$ cat config.mk
export PLATFORM = sky130hd
export DESIGN_NAME = ysyx_22041211_wb_arbiter_flat
export DESIGN_NICKNAME = d
export VERILOG_FILES = /design/src/rtl/ysyx_22041211_wb_pkg.sv /design/src/rtl/ysyx_22041211_wb_arbiter_if.sv /design/src/rtl/ysyx_22041211_scoreboard.sv /design/src/rtl/ysyx_22041211_wb_arbiter.sv /design/src/flat_wrapper.sv
export SDC_FILE = /design/constraint.sdc
export NUM_CORES = 1
export LEC_CHECK = 0
export ABC_AREA = 1
export CAP_MARGIN = 10
export CORE_MARGIN = 5
export CORE_UTILIZATION = 35
export DETAILED_ROUTE_END_ITERATION = 8
export MAX_ROUTING_LAYER = met4
export PLACE_DENSITY = 0.73
export SYNTH_ARGS = -nofsm -noshare
export SYNTH_HDL_FRONTEND = slang
export SYNTH_SLANG_ARGS = --single-unit
$ cat constraint.sdc
create_clock -name clk -period 3.3 [get_ports clk]
set_input_delay 0.66 -clock clk [delete_from_list [all_inputs] [get_ports clk]]
set_output_delay 0.66 -clock clk [all_outputs]
set_load 0.005 [all_outputs]
$ cat src/rtl/ysyx_22041211_wb_pkg.sv
// Shared types for the write-back arbiter: register index width, grant owner
// and the write-request bundle.
package ysyx_22041211_wb_pkg;
  localparam int REG_ADDR_W = 5;
  localparam int DATA_W     = 32;

  typedef enum logic {
    GNT_EXU = 1'b0,
    GNT_LSU = 1'b1
  } grant_e;

  typedef struct packed {
    logic                  valid;
    logic [REG_ADDR_W-1:0] rd;
    logic [DATA_W-1:0]     data;
  } wb_req_t;
endpackage

$ cat src/rtl/ysyx_22041211_wb_arbiter_if.sv
// Issue/hazard, EXU/LSU request and register-file write signals of the
// write-back arbiter; slave is the arbiter side, master the pipeline side.
interface ysyx_22041211_wb_arbiter_if #(
  parameter int DATA_WIDTH = 32
);
  import ysyx_22041211_wb_pkg::*;

  logic                  issue_valid;
  logic [REG_ADDR_W-1:0] issue_rd;
  logic                  issue_ready;
  logic [REG_ADDR_W-1:0] rs1;
  logic [REG_ADDR_W-1:0] rs2;
  logic                  rs1_busy;
  logic                  rs2_busy;
  logic                  rs1_fwd_valid;
  logic                  rs2_fwd_valid;
  logic [DATA_WIDTH-1:0] rs1_fwd_data;
  logic [DATA_WIDTH-1:0] rs2_fwd_data;
  logic                  exu_valid;
  logic [REG_ADDR_W-1:0] exu_rd;
  logic [DATA_WIDTH-1:0] exu_data;
  logic                  exu_ready;
  logic                  lsu_valid;
  logic [REG_ADDR_W-1:0] lsu_rd;
  logic [DATA_WIDTH-1:0] lsu_data;
  logic                  lsu_ready;
  logic                  rf_we;
  logic [REG_ADDR_W-1:0] rf_rd;
  logic [DATA_WIDTH-1:0] rf_wdata;

  modport slave (
    input  issue_valid, issue_rd, rs1, rs2,
    input  exu_valid, exu_rd, exu_data, lsu_valid, lsu_rd, lsu_data,
    output issue_ready, rs1_busy, rs2_busy,
    output rs1_fwd_valid, rs2_fwd_valid, rs1_fwd_data, rs2_fwd_data,
    output exu_ready, lsu_ready, rf_we, rf_rd, rf_wdata
  );

  modport master (
    output issue_valid, issue_rd, rs1, rs2,
    output exu_valid, exu_rd, exu_data, lsu_valid, lsu_rd, lsu_data,
    input  issue_ready, rs1_busy, rs2_busy,
    input  rs1_fwd_valid, rs2_fwd_valid, rs1_fwd_data, rs2_fwd_data,
    input  exu_ready, lsu_ready, rf_we, rf_rd, rf_wdata
  );
endinterface

$ cat src/rtl/ysyx_22041211_scoreboard.sv
// Pending-write scoreboard: one busy bit per architectural register (x0 never
// busy), set on dispatch, cleared by the register-file write.
module ysyx_22041211_scoreboard
  import ysyx_22041211_wb_pkg::*;
#(
  parameter int REG_NUM = 32
) (
  input  logic                  clk,
  input  logic                  rst,
  input  logic                  set_en,
  input  logic [REG_ADDR_W-1:0] set_rd,
  input  logic                  clr_en,
  input  logic [REG_ADDR_W-1:0] clr_rd,
  input  logic [REG_ADDR_W-1:0] chk_rd,
  input  logic [REG_ADDR_W-1:0] rs1,
  input  logic [REG_ADDR_W-1:0] rs2,
  output logic                  chk_busy,
  output logic                  rs1_busy,
  output logic                  rs2_busy,
  output logic [REG_NUM-1:0]    busy
);
  logic [REG_NUM-1:1] busy_q;
  logic [REG_NUM-1:0] set_mask;
  logic [REG_NUM-1:0] clr_mask;
  logic [REG_NUM-1:0] busy_nxt;

  assign busy = {busy_q, 1'b0};

  always_comb begin
    set_mask = '0;
    clr_mask = '0;
    if (set_en) set_mask[set_rd] = 1'b1;
    if (clr_en) clr_mask[clr_rd] = 1'b1;
    busy_nxt = (busy & ~clr_mask) | set_mask;
  end

  always_ff @(posedge clk or negedge rst) begin
    if (!rst) busy_q <= '0;
    else      busy_q <= busy_nxt[REG_NUM-1:1];
  end

  assign chk_busy = busy[chk_rd];
  assign rs1_busy = busy[rs1];
  assign rs2_busy = busy[rs2];
endmodule

$ cat src/rtl/ysyx_22041211_wb_arbiter.sv
// Round-robin write-back arbiter (EXU vs LSU) with registered register-file
// write port and hazard scoreboard. Optional bypass: YSYX_22041211_WB_BYPASS_EN.
module ysyx_22041211_wb_arbiter #(
  parameter int DATA_WIDTH = 32,
  parameter int REG_NUM    = 32
) (
  input logic                        clk,
  input logic                        rst,
  ysyx_22041211_wb_arbiter_if.slave  bus
);
  import ysyx_22041211_wb_pkg::*;

  grant_e                last_grant;
  wb_req_t               exu_req;
  wb_req_t               lsu_req;
  wb_req_t               win_req;
  logic                  exu_gnt;
  logic                  lsu_gnt;
  logic                  rf_we_q;
  logic [REG_ADDR_W-1:0] rf_rd_q;
  logic [DATA_WIDTH-1:0] rf_wdata_q;
  logic                  issue_busy;
  logic                  issue_ready;
  logic                  sb_rs1_busy;
  logic                  sb_rs2_busy;
  logic [REG_NUM-1:0]    busy_vec;

  assign exu_req = '{valid: bus.exu_valid, rd: bus.exu_rd, data: bus.exu_data};
  assign lsu_req = '{valid: bus.lsu_valid, rd: bus.lsu_rd, data: bus.lsu_data};

  // On contention the side that did not win last time gets the port.
  always_comb begin
    exu_gnt = bus.exu_valid && (!bus.lsu_valid || last_grant == GNT_LSU);
    lsu_gnt = bus.lsu_valid && !exu_gnt;
    win_req = exu_gnt ? exu_req : lsu_req;
  end

  assign bus.exu_ready = exu_gnt;
  assign bus.lsu_ready = lsu_gnt;

  // A write to x0 is consumed but never reaches the register file.
  always_ff @(posedge clk or negedge rst) begin
    if (!rst) begin
      last_grant <= GNT_LSU;
      rf_we_q    <= 1'b0;
      rf_rd_q    <= '0;
      rf_wdata_q <= '0;
    end else begin
      rf_we_q <= (exu_gnt || lsu_gnt) && (win_req.rd != '0);
      if (exu_gnt || lsu_gnt) begin
        last_grant <= exu_gnt ? GNT_EXU : GNT_LSU;
        rf_rd_q    <= win_req.rd;
        rf_wdata_q <= win_req.data;
      end
    end
  end

  assign bus.rf_we    = rf_we_q;
  assign bus.rf_rd    = rf_rd_q;
  assign bus.rf_wdata = rf_wdata_q;

  assign issue_ready     = !bus.issue_valid || !issue_busy;
  assign bus.issue_ready = issue_ready;

  ysyx_22041211_scoreboard #(.REG_NUM(REG_NUM)) u_scoreboard (
    .clk      (clk),
    .rst      (rst),
    .set_en   (bus.issue_valid && issue_ready && bus.issue_rd != '0),
    .set_rd   (bus.issue_rd),
    .clr_en   (rf_we_q),
    .clr_rd   (rf_rd_q),
    .chk_rd   (bus.issue_rd),
    .rs1      (bus.rs1),
    .rs2      (bus.rs2),
    .chk_busy (issue_busy),
    .rs1_busy (sb_rs1_busy),
    .rs2_busy (sb_rs2_busy),
    .busy     (busy_vec)
  );

`ifdef YSYX_22041211_WB_BYPASS_EN
  logic rs1_hit;
  logic rs2_hit;
  assign rs1_hit           = rf_we_q && rf_rd_q == bus.rs1 && bus.rs1 != '0;
  assign rs2_hit           = rf_we_q && rf_rd_q == bus.rs2 && bus.rs2 != '0;
  assign bus.rs1_fwd_valid = rs1_hit;
  assign bus.rs2_fwd_valid = rs2_hit;
  assign bus.rs1_fwd_data  = rs1_hit ? rf_wdata_q : '0;
  assign bus.rs2_fwd_data  = rs2_hit ? rf_wdata_q : '0;
  assign bus.rs1_busy      = sb_rs1_busy && !rs1_hit;
  assign bus.rs2_busy      = sb_rs2_busy && !rs2_hit;
`else
  assign bus.rs1_fwd_valid = 1'b0;
  assign bus.rs2_fwd_valid = 1'b0;
  assign bus.rs1_fwd_data  = '0;
  assign bus.rs2_fwd_data  = '0;
  assign bus.rs1_busy      = sb_rs1_busy;
  assign bus.rs2_busy      = sb_rs2_busy;
`endif
endmodule

$ cat src/flat_wrapper.sv
// flat-port wrapper written by rule: the top's interface ports become plain ports
module ysyx_22041211_wb_arbiter_flat import ysyx_22041211_wb_pkg::*;
#(
  parameter int DATA_WIDTH = 32,
  parameter int REG_NUM    = 32
)
  (clk, rst, bus_issue_valid, bus_issue_rd, bus_rs1, bus_rs2, bus_exu_valid, bus_exu_rd, bus_exu_data, bus_lsu_valid, bus_lsu_rd, bus_lsu_data, bus_issue_ready, bus_rs1_busy, bus_rs2_busy, bus_rs1_fwd_valid, bus_rs2_fwd_valid, bus_rs1_fwd_data, bus_rs2_fwd_data, bus_exu_ready, bus_lsu_ready, bus_rf_we, bus_rf_rd, bus_rf_wdata);
  ysyx_22041211_wb_arbiter_if #(.DATA_WIDTH(DATA_WIDTH)) bus_i ();
  input logic clk;
  input logic rst;
  input wire logic [$bits(bus_i.issue_valid)-1:0] bus_issue_valid;
  input wire logic [$bits(bus_i.issue_rd)-1:0] bus_issue_rd;
  input wire logic [$bits(bus_i.rs1)-1:0] bus_rs1;
  input wire logic [$bits(bus_i.rs2)-1:0] bus_rs2;
  input wire logic [$bits(bus_i.exu_valid)-1:0] bus_exu_valid;
  input wire logic [$bits(bus_i.exu_rd)-1:0] bus_exu_rd;
  input wire logic [$bits(bus_i.exu_data)-1:0] bus_exu_data;
  input wire logic [$bits(bus_i.lsu_valid)-1:0] bus_lsu_valid;
  input wire logic [$bits(bus_i.lsu_rd)-1:0] bus_lsu_rd;
  input wire logic [$bits(bus_i.lsu_data)-1:0] bus_lsu_data;
  output wire logic [$bits(bus_i.issue_ready)-1:0] bus_issue_ready;
  output wire logic [$bits(bus_i.rs1_busy)-1:0] bus_rs1_busy;
  output wire logic [$bits(bus_i.rs2_busy)-1:0] bus_rs2_busy;
  output wire logic [$bits(bus_i.rs1_fwd_valid)-1:0] bus_rs1_fwd_valid;
  output wire logic [$bits(bus_i.rs2_fwd_valid)-1:0] bus_rs2_fwd_valid;
  output wire logic [$bits(bus_i.rs1_fwd_data)-1:0] bus_rs1_fwd_data;
  output wire logic [$bits(bus_i.rs2_fwd_data)-1:0] bus_rs2_fwd_data;
  output wire logic [$bits(bus_i.exu_ready)-1:0] bus_exu_ready;
  output wire logic [$bits(bus_i.lsu_ready)-1:0] bus_lsu_ready;
  output wire logic [$bits(bus_i.rf_we)-1:0] bus_rf_we;
  output wire logic [$bits(bus_i.rf_rd)-1:0] bus_rf_rd;
  output wire logic [$bits(bus_i.rf_wdata)-1:0] bus_rf_wdata;
  assign bus_i.issue_valid = bus_issue_valid;
  assign bus_i.issue_rd = bus_issue_rd;
  assign bus_i.rs1 = bus_rs1;
  assign bus_i.rs2 = bus_rs2;
  assign bus_i.exu_valid = bus_exu_valid;
  assign bus_i.exu_rd = bus_exu_rd;
  assign bus_i.exu_data = bus_exu_data;
  assign bus_i.lsu_valid = bus_lsu_valid;
  assign bus_i.lsu_rd = bus_lsu_rd;
  assign bus_i.lsu_data = bus_lsu_data;
  assign bus_issue_ready = bus_i.issue_ready;
  assign bus_rs1_busy = bus_i.rs1_busy;
  assign bus_rs2_busy = bus_i.rs2_busy;
  assign bus_rs1_fwd_valid = bus_i.rs1_fwd_valid;
  assign bus_rs2_fwd_valid = bus_i.rs2_fwd_valid;
  assign bus_rs1_fwd_data = bus_i.rs1_fwd_data;
  assign bus_rs2_fwd_data = bus_i.rs2_fwd_data;
  assign bus_exu_ready = bus_i.exu_ready;
  assign bus_lsu_ready = bus_i.lsu_ready;
  assign bus_rf_we = bus_i.rf_we;
  assign bus_rf_rd = bus_i.rf_rd;
  assign bus_rf_wdata = bus_i.rf_wdata;
  ysyx_22041211_wb_arbiter #(.DATA_WIDTH(DATA_WIDTH), .REG_NUM(REG_NUM)) u_core (.clk(clk), .rst(rst), .bus(bus_i));
endmodule
==> flow_metrics.env <==
export IMPL_status="finished, final reports clean"
export IMPL_fin_hold_viols=0
export IMPL_yosysUniqueCellTypes=24
export IMPL_ctsLongestPathBuffers=2
export IMPL_asyncSetResetFlopFracSynth=1.00
export IMPL_critical_path_startpoint="bus_issue_rd[4]"
export IMPL_synth_fa_ha_area_frac=0
export IMPL_die_w_um=127
export IMPL_post_route_minimum_period_ps=3170
export IMPL_grt_use_total=0.194
export IMPL_globalRouteOverflowTotal=0
export IMPL_cts_tree="yes"
export IMPL_largest_net_degree_at_the_start_of_global_routing=44
export IMPL_critPathTopFamily="buffers and inverters"
export IMPL_route_final_wire_length_mm=15.7
export IMPL_n_antenna_cell=0
export IMPL_post_synth_and_or_nand_nor_area_fraction=0.362
export IMPL_end_kind="primary output"
export IMPL_static_leakage_power_nw=2.97
export IMPL_ys_seq_elements=70
export IMPL_synth_top_cell_area_share=0.363
export IMPL_critPathSlowestCell="clkdlybuf4s50_1"
export IMPL_rsz_0062_raised_after_global_routing="false"
export IMPL_count_of_buffering_cells_on_the_critical_path_with_inverters_included=3
export IMPL_detail_route_drc_violations=0
export IMPL_place_area_um2=6130
export IMPL_slew_violations=0
export IMPL_final_antenna_net_count=0
export IMPL_cp_required_ps=2640
export IMPL_reg2reg_slack_ps=1210
export IMPL_fp_dieH_um=127
export IMPL_timing_critical_path_cells="clkdlybuf4s50_1, inv_1, nor3_1, nand2_1, nand2_1, nor2_1, nand2_2, nand2_1, clkdlybuf4s50_1"
export IMPL_setup_viol=0
export IMPL_ys_seq_area_frac=0.368
export IMPL_vias=4894
export IMPL_finClkSkew_ps=9.03
export IMPL_peakVddDrop_uv=294
export IMPL_syn_area_um2=4760
export IMPL_worstSetupStartpointType="input pin"
export IMPL_post_synth_top_count_cell="nand2_1"
export IMPL_worst_setup_path_type="in2out"
export IMPL_yosys_area_top_type="dfrtp_1"
export IMPL_portion_of_the_clock_cycle_consumed_by_the_worst_path_in_the_final_layout=0.961
export IMPL_post_route_cell_area_um2=6450
export IMPL_post_synth_cell_area_avg_um2=6.97
export IMPL_synthMuxAreaShare=0.00210
export IMPL_detailedPlacementHpwl_mm=11.9
export IMPL_relSlewSlack=0.379
export IMPL_fp_dieArea_um2=16000
export IMPL_worstPathArrival_ps=2510
export IMPL_ys_dominant_reg_cell="dfrtp_1"
export IMPL_ys_warnings_count=0
export IMPL_hp_class="in2async"
export IMPL_grt_pass1_vias=4547
export IMPL_detailedRoute_firstIterationViolations=362
export IMPL_synth_xor_area_frac=0
export IMPL_clock_latency_ps=340
export IMPL_average_wire_per_cell_in_the_routed_design_um=15.6
export IMPL_path_max_fanout=5
export IMPL_crit_path_max_incr_delay_ps=560
export IMPL_maximum_clock_frequency_mhz=315
export IMPL_synth_top_cells_by_area="dfrtp_1, nand2_1, buf_4"
export IMPL_htree_levels=3
export IMPL_totalNegativeSetupSlack_ps=0
export IMPL_critical_path_top_cell_by_count="nand2_1"
export IMPL_fin_util=0.485
export IMPL_synth_edff_count=0
export IMPL_cts_root_buffer="clkbuf_16"
export IMPL_design_portCount=203
export IMPL_critical_register_to_register_path_startpoint="u_core.u_scoreboard.busy_q[28]"
export IMPL_number_of_rows_created_at_floorplan=42
export IMPL_main_combinational_cell_family_by_area_after_synthesis="simple AND/OR/NAND/NOR gates"
export IMPL_worst_pin_slew_ps=930
export IMPL_area_growth_synth_to_final_pct=35.6
export IMPL_cts_hold_fix_buffers=0
export IMPL_initial_utilization=0.358
export IMPL_detailedRoute_firstPassIterationCount=5
export IMPL_drive_gt1_frac=0.0865
export IMPL_antenna_found_initial=0
export IMPL_place_port_buffers=136
export IMPL_cts_reportedPaths_clkPinSlew_ps=60
export IMPL_tritoncts_num_buffers=9
export IMPL_floorplan_core_area_um2=13300
export IMPL_synthesis_instances=683
export IMPL_power_density_nw_per_um2=541
export IMPL_finalNetCount=921
export IMPL_grt_pass1_wl_mm=24.0
export IMPL_synth_compound_area_share=0.105
export IMPL_cts_sinks=70
export IMPL_post_cts_repair_setup_buffers=0
export IMPL_routed_via_density=4.86
export IMPL_synth_top_cells_by_count="nand2_1, dfrtp_1, o21ai_0, buf_4, nand3_1"
export IMPL_gpl_final_weighted_congestion=0.943
export IMPL_cap_violations=0
[layout make-up]
type / count / area (um2)
Clock buffer: 13 / 260
Clock inverter: 3 / 18.8
Fill cell: 1376 / 6840
Inverter: 37 / 149
Multi-Input combinational cell: 551 / 2490
Sequential cell: 70 / 1750
Tap cell: 176 / 220
Timing Repair Buffer: 156 / 1540
Timing Repair inverter: 2 / 15.0
[stage by stage]
stage | hold slack, ps | worst slack, ps | cells | total power, W
floorplan | 364 | 1110 | 748 | 0.00199
global placement | 471 | 127 | 990 | 0.00255
detailed placement | 477 | 141 | 990 | 0.00257
CTS | 265 | 126 | 1006 | 0.00348
global route | 291 | 21.1 | 1008 | 0.00371
finish | 254 | 128 | 1008 | 0.00349
[layer usage]
metal / vias to the layer above / track usage / share of wire
met4: 0 / 0.0751 / 0.028
met2: 237 / 0.293 / 0.46
met5: - / - / 0
met1: 2245 / 0.255 / 0.43
met3: 37 / 0.0441 / 0.083
li1: 2375 / - / -
[repair_timing]
item / 4_1_cts / 5_1_grt
gates resized for setup: 0 / 10
hold endpoints to repair: 0 / 0
endpoints found under the setup margin: 0 / 3
[power by group]
group | total (W) | internal, W | switching, W | leakage (nW)
combinational | 0.00108 | 0.000507 | 0.000570 | 2.01
sequential | 0.00151 | 0.00112 | 0.000392 | 0.822
clock | 0.000903 | 0.000548 | 0.000355 | 0.140
[cell usage in the layout (no fill, tap or decap), drive strengths merged]
cell	instances
nor2	64
o211ai	4
clkinv	3
mux2i	1
nand3	86
dfrtp	69
nand4	1
dlymetal6s2s	2
inv	35
nor3	8
clkbuf	13
o221ai	10
a21oi	7
nand2	232
clkinvlp	4
or2	3
o21ai	69
conb	66
buf	21
dfstp	1
clkdlybuf4s50	133
[flip-flops by register name, indices dropped and copies added (netlist names)]
name,cells
u_core.bus.rf_rd,5
u_core.bus.rf_wdata,32
u_core.bus.rf_we,1
u_core.last_grant,1
u_core.u_scoreboard.busy_q,31
[final timing paths]
kind | to | cells after the start
min in group clk | u_core.last_grant | 2
hold / removal | u_core.bus.rf_wdata[10] | 1
setup reg to reg | u_core.u_scoreboard.busy_q[9] | 11
hold reg to reg | u_core.last_grant | 2
setup / recovery | bus_issue_ready | 9
max in group asynchronous | u_core.bus.rf_wdata[29] | 2
[kinds of logic after synthesis]
logic type	after synthesis
DFF	70
muxes	1
and+or+nand+nor	394
AOI/OAI and AO/OA	90
buffers and inverters	127
other	1
(Power assumes the default switching activity.)
